==> src/rtl/flag_gen_unit_pkg.sv <==
// Types shared by the flag generator and the conditional unit: opcodes,
// the default datapath width and the {z,v,n,c} flag vector.
package flag_gen_unit_pkg;

  localparam int WIDTH_DEF = 32;

  // Encodings 3'b110 and 3'b111 decode as MOV as well.
  typedef enum logic [2:0] {
    OP_ADD = 3'b000,
    OP_SUB = 3'b001,
    OP_AND = 3'b010,
    OP_ORR = 3'b011,
    OP_CMP = 3'b100,
    OP_MOV = 3'b101
  } op_e;

  typedef struct packed {
    logic z;
    logic v;
    logic n;
    logic c;
  } flags_t;

endpackage

==> src/rtl/flag_alu.sv <==
// Combinational result and flag compute for the flag generator.
// CMP is evaluated as SUB for flags but reports a zero result.
module flag_alu
  import flag_gen_unit_pkg::*;
#(
  parameter int WIDTH = WIDTH_DEF
) (
  input  logic [2:0]       op,
  input  logic [WIDTH-1:0] a,
  input  logic [WIDTH-1:0] b,
  output logic [WIDTH-1:0] result,
  output flags_t           flags
);

  logic [WIDTH:0]   add_full;
  logic [WIDTH:0]   sub_full;
  logic [WIDTH-1:0] raw;

  assign add_full = {1'b0, a} + {1'b0, b};
  // Carry out of a + ~b + 1 is set exactly when no borrow occurs.
  assign sub_full = {1'b0, a} + {1'b0, ~b} + {{WIDTH{1'b0}}, 1'b1};

  always_comb begin
    raw    = b;
    flags  = '0;
    result = '0;
    case (op)
      OP_ADD: begin
        raw     = add_full[WIDTH-1:0];
        flags.c = add_full[WIDTH];
        flags.v = (a[WIDTH-1] == b[WIDTH-1]) && (raw[WIDTH-1] != a[WIDTH-1]);
      end
      OP_SUB, OP_CMP: begin
        raw     = sub_full[WIDTH-1:0];
        flags.c = sub_full[WIDTH];
        flags.v = (a[WIDTH-1] != b[WIDTH-1]) && (raw[WIDTH-1] != a[WIDTH-1]);
      end
      OP_AND:  raw = a & b;
      OP_ORR:  raw = a | b;
      default: raw = b;
    endcase
    flags.z = (raw == '0);
    flags.n = raw[WIDTH-1];
    result  = (op == OP_CMP) ? '0 : raw;
  end

endmodule

==> src/rtl/flag_gen_unit.sv <==
// Two-stage valid/ready pipeline producing ALU results and flags, with a
// flag-register write strobe and a pending indicator for the conditional unit.
module flag_gen_unit
  import flag_gen_unit_pkg::*;
#(
  parameter int WIDTH = WIDTH_DEF
) (
  input  logic             clk,
  input  logic             rst_n,
  input  logic             in_valid,
  output logic             in_ready,
  input  logic [2:0]       op,
  input  logic [WIDTH-1:0] a,
  input  logic [WIDTH-1:0] b,
  input  logic             set_flags,
  output logic             out_valid,
  input  logic             out_ready,
  output logic [WIDTH-1:0] result,
  output logic             z,
  output logic             v,
  output logic             n,
  output logic             c,
  output logic             flags_we,
  output logic             flags_pending
);

  logic             s1_valid;
  logic [2:0]       s1_op;
  logic [WIDTH-1:0] s1_a;
  logic [WIDTH-1:0] s1_b;
  logic             s1_sf;

  logic             s2_valid;
  logic [WIDTH-1:0] s2_result;
  flags_t           s2_flags;
  logic             s2_sf;

  logic [1:0]       in_flight;

  logic [WIDTH-1:0] alu_result;
  flags_t           alu_flags;

  logic             in_fire;
  logic             out_fire;
  logic             s1_adv;

  flag_alu #(.WIDTH(WIDTH)) u_alu (
    .op     (s1_op),
    .a      (s1_a),
    .b      (s1_b),
    .result (alu_result),
    .flags  (alu_flags)
  );

  assign in_ready = !s1_valid || !s2_valid || out_ready;
  assign in_fire  = in_valid && in_ready;
  assign out_fire = s2_valid && out_ready;
  assign s1_adv   = s1_valid && (!s2_valid || out_ready);

  always_ff @(posedge clk or negedge rst_n) begin
    if (!rst_n) begin
      s1_valid <= 1'b0;
      s1_op    <= '0;
      s1_a     <= '0;
      s1_b     <= '0;
      s1_sf    <= 1'b0;
    end else begin
      if (in_fire) begin
        s1_valid <= 1'b1;
        s1_op    <= op;
        s1_a     <= a;
        s1_b     <= b;
        s1_sf    <= set_flags;
      end else if (s1_adv) begin
        s1_valid <= 1'b0;
      end
    end
  end

  // S2 holds its contents untouched while the consumer stalls.
  always_ff @(posedge clk or negedge rst_n) begin
    if (!rst_n) begin
      s2_valid  <= 1'b0;
      s2_result <= '0;
      s2_flags  <= '0;
      s2_sf     <= 1'b0;
    end else begin
      if (s1_adv) begin
        s2_valid  <= 1'b1;
        s2_result <= alu_result;
        s2_flags  <= alu_flags;
        s2_sf     <= s1_sf;
      end else if (out_fire) begin
        s2_valid <= 1'b0;
      end
    end
  end

  always_ff @(posedge clk or negedge rst_n) begin
    if (!rst_n) begin
      in_flight <= 2'd0;
    end else begin
      case ({in_fire && set_flags, flags_we})
        2'b10:   in_flight <= in_flight + 2'd1;
        2'b01:   in_flight <= in_flight - 2'd1;
        default: in_flight <= in_flight;
      endcase
    end
  end

  assign out_valid     = s2_valid;
  assign result        = s2_result;
  assign z             = s2_flags.z;
  assign v             = s2_flags.v;
  assign n             = s2_flags.n;
  assign c             = s2_flags.c;
  assign flags_we      = out_fire && s2_sf;
  assign flags_pending = (in_flight != 2'd0);

endmodule
==> config.mk <==
export PLATFORM = sky130hd
export DESIGN_NAME = flag_gen_unit
export DESIGN_NICKNAME = d
export VERILOG_FILES = /design/src/rtl/flag_gen_unit_pkg.sv /design/src/rtl/flag_alu.sv /design/src/rtl/flag_gen_unit.sv
export SDC_FILE = /design/constraint.sdc
export NUM_CORES = 1
export LEC_CHECK = 0
export ABC_AREA = 1
export CAP_MARGIN = 20
export CORE_MARGIN = 3
export CORE_UTILIZATION = 30
export CTS_CLUSTER_DIAMETER = 50
export DETAILED_ROUTE_END_ITERATION = 10
export HOLD_SLACK_MARGIN = 0.15
export PLACE_DENSITY = 0.55
export SETUP_SLACK_MARGIN = 0.5
export SKIP_CTS_REPAIR_TIMING = 1
export SLEW_MARGIN = 20
export SYNTH_ARGS = -nofsm -noshare
export SYNTH_HDL_FRONTEND = slang
export SYNTH_SLANG_ARGS = --single-unit
==> constraint.sdc <==
create_clock -name clk -period 2.57 [get_ports clk]
set_input_delay 0.6425 -clock clk [delete_from_list [all_inputs] [get_ports clk]]
set_output_delay 0.6425 -clock clk [all_outputs]
set_load 0.005 [all_outputs]
; Word level (Yosys, flattened, before mapping)
; Index checks and enable logic that the tools add are counted.
[op_classes]
bitwise_logic = 3
add_sub_neg = 5
n_reduce_logical = 19
eq_ne = 10
muxes = 9
[ops]
columns = op, count
row1 = 32-bit one-hot mux with 4 select lines, 1
row2 = 32-bit by 32-bit adder with 33-bit output, 2
row3 = 33-bit by 1-bit adder with 33-bit output (second input constant), 1
row4 = 32-bit AND, 1
row5 = 32-bit zero test, 1
row6 = 32-bit 2-to-1 mux, 1
row7 = 32-bit inverter, 1
row8 = 32-bit bitwise OR, 1
row9 = 2-bit nonzero test, 4
row10 = 1-bit logical AND, 7
row11 = 3-bit by 2-bit == test with 1-bit output (second input constant), 2
row12 = 1-bit 2-to-1 mux, 4
row13 = 1-bit one-hot mux with 2 select lines, 2
row14 = 2-bit one-hot mux with 2 select lines, 1
row15 = 3-bit by 1-bit == test with 1-bit output (second input constant), 1
row16 = 3-bit == test (second input constant), 1
row17 = 3-bit zero test, 1
row18 = 1-bit logical OR, 3
row19 = 1-bit inequality test, 3
row20 = 2-bit by 1-bit adder with 2-bit output (second input constant), 1
row21 = 2-bit by 1-bit == test with 1-bit output (second input constant), 1
row22 = 2-bit == test (second input constant), 1
row23 = 1-bit zero test, 2
row24 = 2-bit OR reduction, 1
row25 = other kinds (2), 2
[totals]
input_bits = 72
ff_bits = 109
word_cells = 59
output_inout_bits = 40

; Depth between registers and ports, before layout
; Gate-level depths: netlist of the first run.
[depth]
word_depth = 7
mapped_depth = 22
ltp_nobuf = 21

; Cells and area by module
; A second synthesis of the first run with hierarchy kept.
[hier_totals]
hier_cells = 1816
area_unflattened_um2 = 11227.0
[modules_own_cells]
columns = module, n_inst, area_per_inst_um2, cells_per_inst, seq_area_each_um2
row1 = flag_alu, 1, 6914.1, 1337, 0.0
row2 = flag_gen_unit, 1, 4312.9, 479, 2727.6

; Least setup slack after synthesis of the first run
; OpenSTA, ideal clock, no wires.
[synth_timing]
path_kind = flip-flop to flip-flop
startpoint = reg s1_b[0]
endpoint = reg s2_flags (netlist bit z)
synth_period_minus_slack_ps = 2291
stages_incl_launch_ff = 21
slack_ps = 279
t_required_ps = 2504
setup_time_ps = 66
n_path_buf = 0
arrival_ps = 2225
cell_sequence = dfrtp_1 > ha_1 > inv_1 > fa_1 > inv_1 > nand3_1 > nand3_1 > nand2_1 > nand2_1 > nand2_1 > nand2_1 > nand2_1 > nand3_1 > nand3b_1 > nor2_1 > nand2_1 > nor2_1 > nand2_1 > nor2_1 > nand3_1 > nand2_1
[synth_via]
elab_chain_len = 5
word_cells_on_any_way = 8
classes_between = add/sub: 3 / mux: 1 / bitwise: 3 / reduce/logical: 1
[synth_lines]
columns = item, line_no
row1 = start: declaration, flag_gen_unit.sv:30  ; logic [WIDTH-1:0] s1_b;
row2 = start signal: assignment, flag_gen_unit.sv:65  ; s1_b <= '0;
row3 = start signal: assignment, flag_gen_unit.sv:72  ; s1_b <= b;
row4 = 32-bit inverter, flag_alu.sv:21  ; assign sub_full = {1'b0, a} + {1'b0, ~b} + {{WIDTH{1'b0}}, 1'b1};
row5 = 32-bit by 32-bit adder with 33-bit output, flag_alu.sv:21
row6 = 33-bit by 1-bit adder with 33-bit output, flag_alu.sv:21
row7 = 32-bit one-hot mux with 4 select lines *, flag_alu.sv:27  ; case (op)
row8 = 32-bit zero test *, flag_alu.sv:42  ; flags.z = (raw == '0);
row9 = end signal: assignment, flag_gen_unit.sv:91  ; s2_flags <= alu_flags;
row10 = end: declaration, flag_gen_unit.sv:35  ; flags_t s2_flags;
; Mark *: on every way between the ends. The rest lies on a longest branch, timed or not.
; A chain may end at the register's enable or synchronous reset.

; Final worst setup path of the first run
[layout_timing]
startpoint = reg s1_a[0]
endpoint = reg s2_result[16], in the netlist result[16]
[layout_via]
elab_chain_len = 4
word_cells_on_any_way = 5
classes_between = add/sub: 3 / mux: 2
[layout_lines]
columns = item, line_no
row1 = start: declaration, flag_gen_unit.sv:29  ; logic [WIDTH-1:0] s1_a;
row2 = start signal: assignment, flag_gen_unit.sv:64  ; s1_a <= '0;
row3 = start signal: assignment, flag_gen_unit.sv:71  ; s1_a <= a;
row4 = 32-bit by 32-bit adder with 33-bit output, flag_alu.sv:21
row5 = 33-bit by 1-bit adder with 33-bit output, flag_alu.sv:21
row6 = 32-bit one-hot mux with 4 select lines *, flag_alu.sv:27
row7 = 32-bit 2-to-1 mux *, flag_alu.sv:44  ; result = (op == OP_CMP) ? '0 : raw;
row8 = end signal: assignment, flag_gen_unit.sv:90  ; s2_result <= alu_result;
row9 = end: declaration, flag_gen_unit.sv:34  ; logic [WIDTH-1:0] s2_result;
; Marked as above.

==> results.ini, run 1 <==
[sta]
slew_viol_final=0
setup_viol=2
fin_crit_ns=2.72
fin_skew_ns=0.0101
slew_headroom_pct=56.8
tightest_slew_ns=0.647
setup_slack_ns=-0.147
finalHoldViolations=0
period_share_pct=106
clock.fmax_mhz=368
rsz0062_at_grt=yes

[floorplan]
die_h_um=195
die_w_um=195
core_region_area_um2=34900
die-area_um2=38100
start_util_pct=30.8
core.rowCount=68
ios=112

[flow_run]
cap_violations=0

[global_routing]
grt_max_degree=110
antenna_found_initial=0
grt_pass1_wl_um=65800
grt_util_all_layers_pct=22.3
grt_pass1_vias=11601
overflow=0

[clock_tree]
cts-htree-levels=3
cts_sinks=109
clk_pin_slew_ns=0.08
cts_made_buffers=9
cts_tree=built
clock_latency_ns=0.39
clockRootBuffer=clkbuf_16
cts_buffer_depth=2

[setup_path]
crit_required_ns=2.85
worstSetupPathType=flip-flop to flip-flop
crit_path_max_fanout=3
endpoint_kind=flip-flop
arrival_ns=3.00
ff2ff_setup_slack_ns=-0.15
r2r-end=result[16]
startpoint_type=flip-flop
rr_startpoint=s1_a[0]
reg2reg_depth=16

[placed_design]
placed_cell_area_um2=14700
place_worst_setup_slack_ns=-0.469
dp_hpwl_um=36000
place.gp.congestion=0.964
portBuffers=111

[power]
p_switching_uw=5570
p_leak_uw=0.00915
power.density_nw_per_um2=691
pwr-share-comb_pct=69.2
ir_drop_mv=0.417
p_int_uw=6750
p_clk_share_pct=11.9
pwr-share-seq_pct=18.8
sw_frac_of_total_pct=45.2

[synthesis]
syn_area_um2=10700
synth.area.mux_share_pct=0.105
yosysMostFrequentCell=nand2_1
ys_seq_elements=109
synth_ff_type=dfrtp_1
yosys.area_share.adder_pct=12.7
synth_compound_area_share_pct=11.5
synth_common_cells=nand2_1, inv_1, nand3_1
avgSynthCellArea_um2=6.14
synthXorXnorAreaFrac_pct=0.245
synth_warnings=0
syn_nets=1928
synth-simple-area-share_pct=35.7
synth_top_area_share_pct=25.4
synth.area.top_cells=dfrtp_1, nand2_1, ha_1
ys_async_sr_fraction_pct=100
seq_area_frac_synth_pct=25.4
synthCells=1748
synth-edff-count=0
synth_top_family_by_area=simple AND/OR/NAND/NOR gates
synthDistinctLibCells=40
synth_area_leader_cell=dfrtp_1

[layout]
fin_area_um2=17800
antenna_cells=0
synthToLayoutAreaGrowth_pct=66.1
num-fill-cells=3489
nets=2388
drive_above_1_share_pct=41.2

[drt]
drtIter0Drc=737
via_count=12533
wl_um=44900
drtAntennaViolNets=0
via_per_inst=4.70
drt_pass1_iterations=5
post-route-drc-count=0
wl_per_cell_um=16.8

[hold_path]
hold_path_class=input pin to asynchronous set/reset pin

[status]
violations=setup timing
status=finished with violations

[flip-flops by register name, indices dropped and copies added (netlist names)]
signal and flops:
c 1, in_flight 2, n 1, out_valid 1, result 32, s1_a 32
s1_b 32, s1_op 3, s1_sf 1, s1_valid 1, s2_sf 1, v 1
z 1
[through the flow]
stage	utilization, %	hold slack, ns	TNS, ns	total power, uW	instances
final	51.1	0.318	-0.268	12300	2668
after global routing	51.1	0.392	-0.763	13100	2668
after CTS	42.9	0.351	-1.44	10200	2599
after detailed placement	42.1	0.456	-1.10	8710	2583
after global placement	42.1	0.450	-0.983	8660	2583
after floorplan	-	0.347	0	5370	1748
[layout make-up]
type,count,area (um2),area share [%]
Multi-Input combinational cell,1248,8550,48.0
Clock inverter,7,77.6,0.435
Tap cell,455,569,3.19
Sequential cell,109,2730,15.3
Inverter,330,1260,7.04
Clock buffer,9,225,1.26
Timing Repair Buffer,510,4420,24.8
[worst max-delay path by stage]
stage / from / end / slack (ns) / depth (start not counted)
5_1_grt: s1_a[0] / z / -0.27 / 18
3_3_place_gp: s1_a[6] / z / -0.49 / 18
2_1_floorplan: s1_b[0] / z / 0.38 / 20
4_1_cts: s1_b[6] / z / -0.50 / 18
3_5_place_dp: s1_b[6] / z / -0.47 / 18
6_report: s1_a[0] / result[16] / -0.15 / 16
[critical path: stages, from the launching register on]
cell,delay [ns]
dfrtp_1,0.41
inv_2,0.07
ha_2,0.16
inv_2,0.04
fa_2,0.34
nand2_2,0.09
nand2_4,0.08
buf_4,0.14
nand4_1,0.11
nand2_2,0.13
nand2_2,0.12
nand3_2,0.09
nand3_2,0.07
nand4_1,0.23
buf_4,0.23
buf_4,0.12
a22o_1,0.17
[cells by family (layout without fill, tap and decap cells)]
| family | after synthesis | after routing |
|---|---|---|
| buffers and inverters | 391 | 856 |
| AO/OA/AOI/OAI | 219 | 219 |
| XOR/XNOR | 3 | 3 |
| flip-flops | 109 | 109 |
| multiplexers | 1 | 1 |
| AND/OR/NAND/NOR | 917 | 917 |
| adder cells (fa/ha/maj) | 108 | 108 |
[power groups by stage]
stage | registers (uW) | clock network [uW] | logic (uW)
floorplan | 2340 | 0 | 3030
global placement | 2320 | 0 | 6340
detailed placement | 2340 | 0 | 6360
CTS | 2310 | 1530 | 6390
global route | 2370 | 1570 | 9180
finish | 2320 | 1470 | 8530
[placed cells by master, fill, tap and decap left out, types with 85 or more instances in the layout]
master and instances:
nand2_1 385, nand3_1 103, clkdlybuf4s50_1 106, inv_1 214
dfrtp_1 108, o21ai_0 89, buf_4 336, inv_2 104
nand2_2 121, nor2_1 85
[per-layer routing]
metal  vias up  routed length [um]  GRT usage, %
met5         -                   0             0
met3        43                2060          2.67
li1       6401                   -             -
met1      5807               21800          32.6
met4         0                 816          5.39
met2       282               20300          35.0
No activity file was read; power rests on OpenSTA's default activity.
==> run 2, diff against run 1 <==
--- a/config.mk
+++ b/config.mk
@@ -8,11 +8,11 @@
 export ABC_AREA = 1
 export CAP_MARGIN = 20
 export CORE_MARGIN = 3
-export CORE_UTILIZATION = 30
+export CORE_UTILIZATION = 25
 export CTS_CLUSTER_DIAMETER = 50
 export DETAILED_ROUTE_END_ITERATION = 10
 export HOLD_SLACK_MARGIN = 0.15
-export PLACE_DENSITY = 0.55
+export PLACE_DENSITY = 0.49
 export SETUP_SLACK_MARGIN = 0.5
 export SKIP_CTS_REPAIR_TIMING = 1
 export SLEW_MARGIN = 20
==> constraint.sdc (replaced) <==
create_clock -name clk -period 2.8 [get_ports clk]
set_input_delay 0.7 -clock clk [delete_from_list [all_inputs] [get_ports clk]]
set_output_delay 0.7 -clock clk [all_outputs]
set_load 0.005 [all_outputs]
==> run 2 against run 1 <==
  * Routed wire length is 2.1% higher
  * First-iteration DRC count is 9.4% higher
  * Final cell count is 0.19% lower
  * The run now ends clean
  * Largest power group unchanged
  * Hold slack worse by 0.047 ns
  * Maximum frequency is 0.26% higher
  * Highest routed layer unchanged
==> results.ini, run 2 (same netlist as run 1, synthesis figures left out) <==
[global_routing]
grt_util_all_layers_pct=19.8  ; was 22.3%
grt_max_degree=75  ; was 110
grt_pass1_vias=11625  ; was 11601
overflow=0  ; unchanged
antenna_found_initial=0  ; unchanged
grt_pass1_wl_um=68000  ; was 65800 um

[clock_tree]
cts-htree-levels=3  ; unchanged
clockRootBuffer=clkbuf_16  ; unchanged
cts_buffer_depth=2  ; unchanged
cts_tree=built  ; unchanged
cts_sinks=109  ; unchanged
clock_latency_ns=0.40  ; was 0.39 ns
cts_made_buffers=9  ; unchanged
clk_pin_slew_ns=0.08  ; about the same

[setup_path]
max_stage_delay_ns=0.40  ; was 0.41 ns
endpoint_kind=flip-flop  ; unchanged
crit_path_end=z  ; was result[16]
arrival_ns=3.05  ; was 3.00 ns
worstSetupPathType=flip-flop to flip-flop  ; unchanged
path_cells=buf_6 -> ha_4 -> inv_4 -> fa_2 -> nand2_2 -> nand2_4 -> nand4_1 -> nand2_2 -> buf_6 -> buf_12 -> nand2_4 -> nand4_1 -> nand3_1 -> nand4_1 -> nor2_1 -> nand2_1 -> nor2_1 -> nand3_1 -> nand2_1  ; was inv_2 -> ha_2 -> inv_2 -> fa_2 -> nand2_2 -> nand2_4 -> buf_4 -> nand4_1 -> nand2_2 -> nand2_2 -> nand3_2 -> nand3_2 -> nand4_1 -> buf_4 -> buf_4 -> a22o_1
crit_required_ns=3.14  ; was 2.85 ns
r2r-end=z  ; was result[16]
crit_path_max_fanout=3  ; unchanged
ff2ff_setup_slack_ns=0.09  ; was -0.15 ns
rr_startpoint=s1_b[0]  ; was s1_a[0]
reg2reg_depth=19  ; was 16
cp_common_cell=nand4_1
slowest_stage=dfrtp_1  ; unchanged
crit_path_start=s1_b[0]  ; was s1_a[0]
startpoint_type=flip-flop  ; unchanged

[sta]
fin_setup_tns_ns=0  ; was -0.268 ns
setup_viol=0  ; was 2
rsz0062_at_grt=yes  ; unchanged
finalHoldViolations=0  ; unchanged
clock.fmax_mhz=369  ; was 368 MHz
slew_viol_final=0  ; unchanged
slew_headroom_pct=54.9  ; was 56.8%
fin_skew_ns=0.00730  ; was 0.0101 ns
fin_crit_ns=2.71  ; was 2.72 ns
period_share_pct=96.8  ; was 106%
tightest_slew_ns=0.675  ; was 0.647 ns

[floorplan]
die-area_um2=45500  ; was 38100 um2
core.rowCount=75  ; was 68
core_region_area_um2=42200  ; was 34900 um2
start_util_pct=25.4  ; was 30.8%
ios=112  ; unchanged
die_h_um=213  ; was 195 um
die_w_um=213  ; was 195 um

[power]
p_leak_uw=0.00843  ; was 0.00915 uW
fin_total_pwr_uw=10600  ; was 12300 uW
power.density_nw_per_um2=631  ; was 691 nW/um2
ir_drop_mv=0.281  ; was 0.417 mV

[layout]
final_cell_mix=nand2_1, buf_4, inv_1  ; unchanged
fin_area_um2=16800  ; was 17800 um2
synthToLayoutAreaGrowth_pct=56.1  ; was 66.1%
antenna_cells=0  ; unchanged
nets=2299  ; was 2388
num-fill-cells=4501  ; was 3489
drive_above_1_share_pct=34.5  ; was 41.2%
final_common_cell=nand2_1  ; unchanged

[status]
status=finished clean  ; was finished with violations

[hold_path]
hold_path_class=input pin to asynchronous set/reset pin  ; unchanged

[drt]
wl_um=45900  ; was 44900 um
via_count=12342  ; was 12533
post-route-drc-count=0  ; unchanged
wl_per_cell_um=17.2  ; was 16.8 um
drt_pass1_iterations=6  ; was 5
via_per_inst=4.63  ; was 4.70
drtAntennaViolNets=0  ; unchanged
drtIter0Drc=806  ; was 737

[placed_design]
dp_hpwl_um=37800  ; was 36000 um
place.gp.congestion=1.02  ; was 0.964
placed_cell_area_um2=14300  ; was 14700 um2
portBuffers=111  ; unchanged

[flow_run]
cap_violations=0  ; unchanged

==> run 2: worst max-delay path, delay by kind of cell, from the launching register on <==
| kind | cells | cell delay (ns) |
|---|---|---|
| AND/OR/NAND/NOR | 13 | 1.31 |
| buffers and inverters | 4 | 0.41 |
| flip-flops | 1 | 0.40 |
| adder cells (fa/ha/maj) | 2 | 0.53 |
==> run 2: through the flow <==
| step | cells | utilization [%] | setup slack (ns) | hold slack, ns |
|---|---|---|---|---|
| 2_1_floorplan | 1748 | - | 0.509 | 0.404 |
| 3_3_place_gp | 2603 | 33.9 | -0.342 | 0.452 |
| 3_5_place_dp | 2603 | 33.9 | -0.315 | 0.461 |
| 4_1_cts | 2619 | 34.6 | -0.344 | 0.276 |
| 5_1_grt | 2663 | 39.7 | -0.0452 | 0.299 |
| 6_report | 2663 | 39.7 | 0.0901 | 0.272 |
==> run 2: worst min-delay path by stage <==
| stage | slack [ns] | end | start |
|---|---|---|---|
| 2_1_floorplan | 0.40 | c | rst_n |
| 3_3_place_gp | 0.45 | out_valid | s1_valid |
| 3_5_place_dp | 0.46 | in_flight[1] | in_flight[1] |
| 4_1_cts | 0.28 | s1_b[7] | rst_n |
| 5_1_grt | 0.30 | s1_b[7] | rst_n |
| 6_report | 0.27 | s1_b[7] | rst_n |
==> run 2: routing by layer <==
metal	up-vias	track usage [%]	share of wire [%]
li1	6223	-	-
met1	5788	29.3	49
met2	288	30.5	44
met3	43	1.95	4.1
met4	0	6.02	2.5
met5	-	0	0
==> run 2: power by group <==
| group | total [uW] | switching, uW | internal (uW) | leakage, uW |
|---|---|---|---|---|
| clock network | 1360 | 726 | 634 | 0.000145 |
| registers | 2140 | 235 | 1910 | 0.00134 |
| logic | 7080 | 3900 | 3170 | 0.00694 |
| total | 10600 | 4860 | 5710 | 0.00843 |
==> run 2: area by class of cell <==
| type | instances | area, um2 | area share [%] |
|---|---|---|---|
| clock buffer | 9 | 225 | 1.34 |
| clock inverter | 7 | 80.1 | 0.478 |
| inverter | 330 | 1250 | 7.47 |
| multi-input combinational | 1248 | 8140 | 48.6 |
| sequential | 109 | 2730 | 16.3 |
| tap | 539 | 674 | 4.02 |
| timing repair buffer | 421 | 3660 | 21.8 |
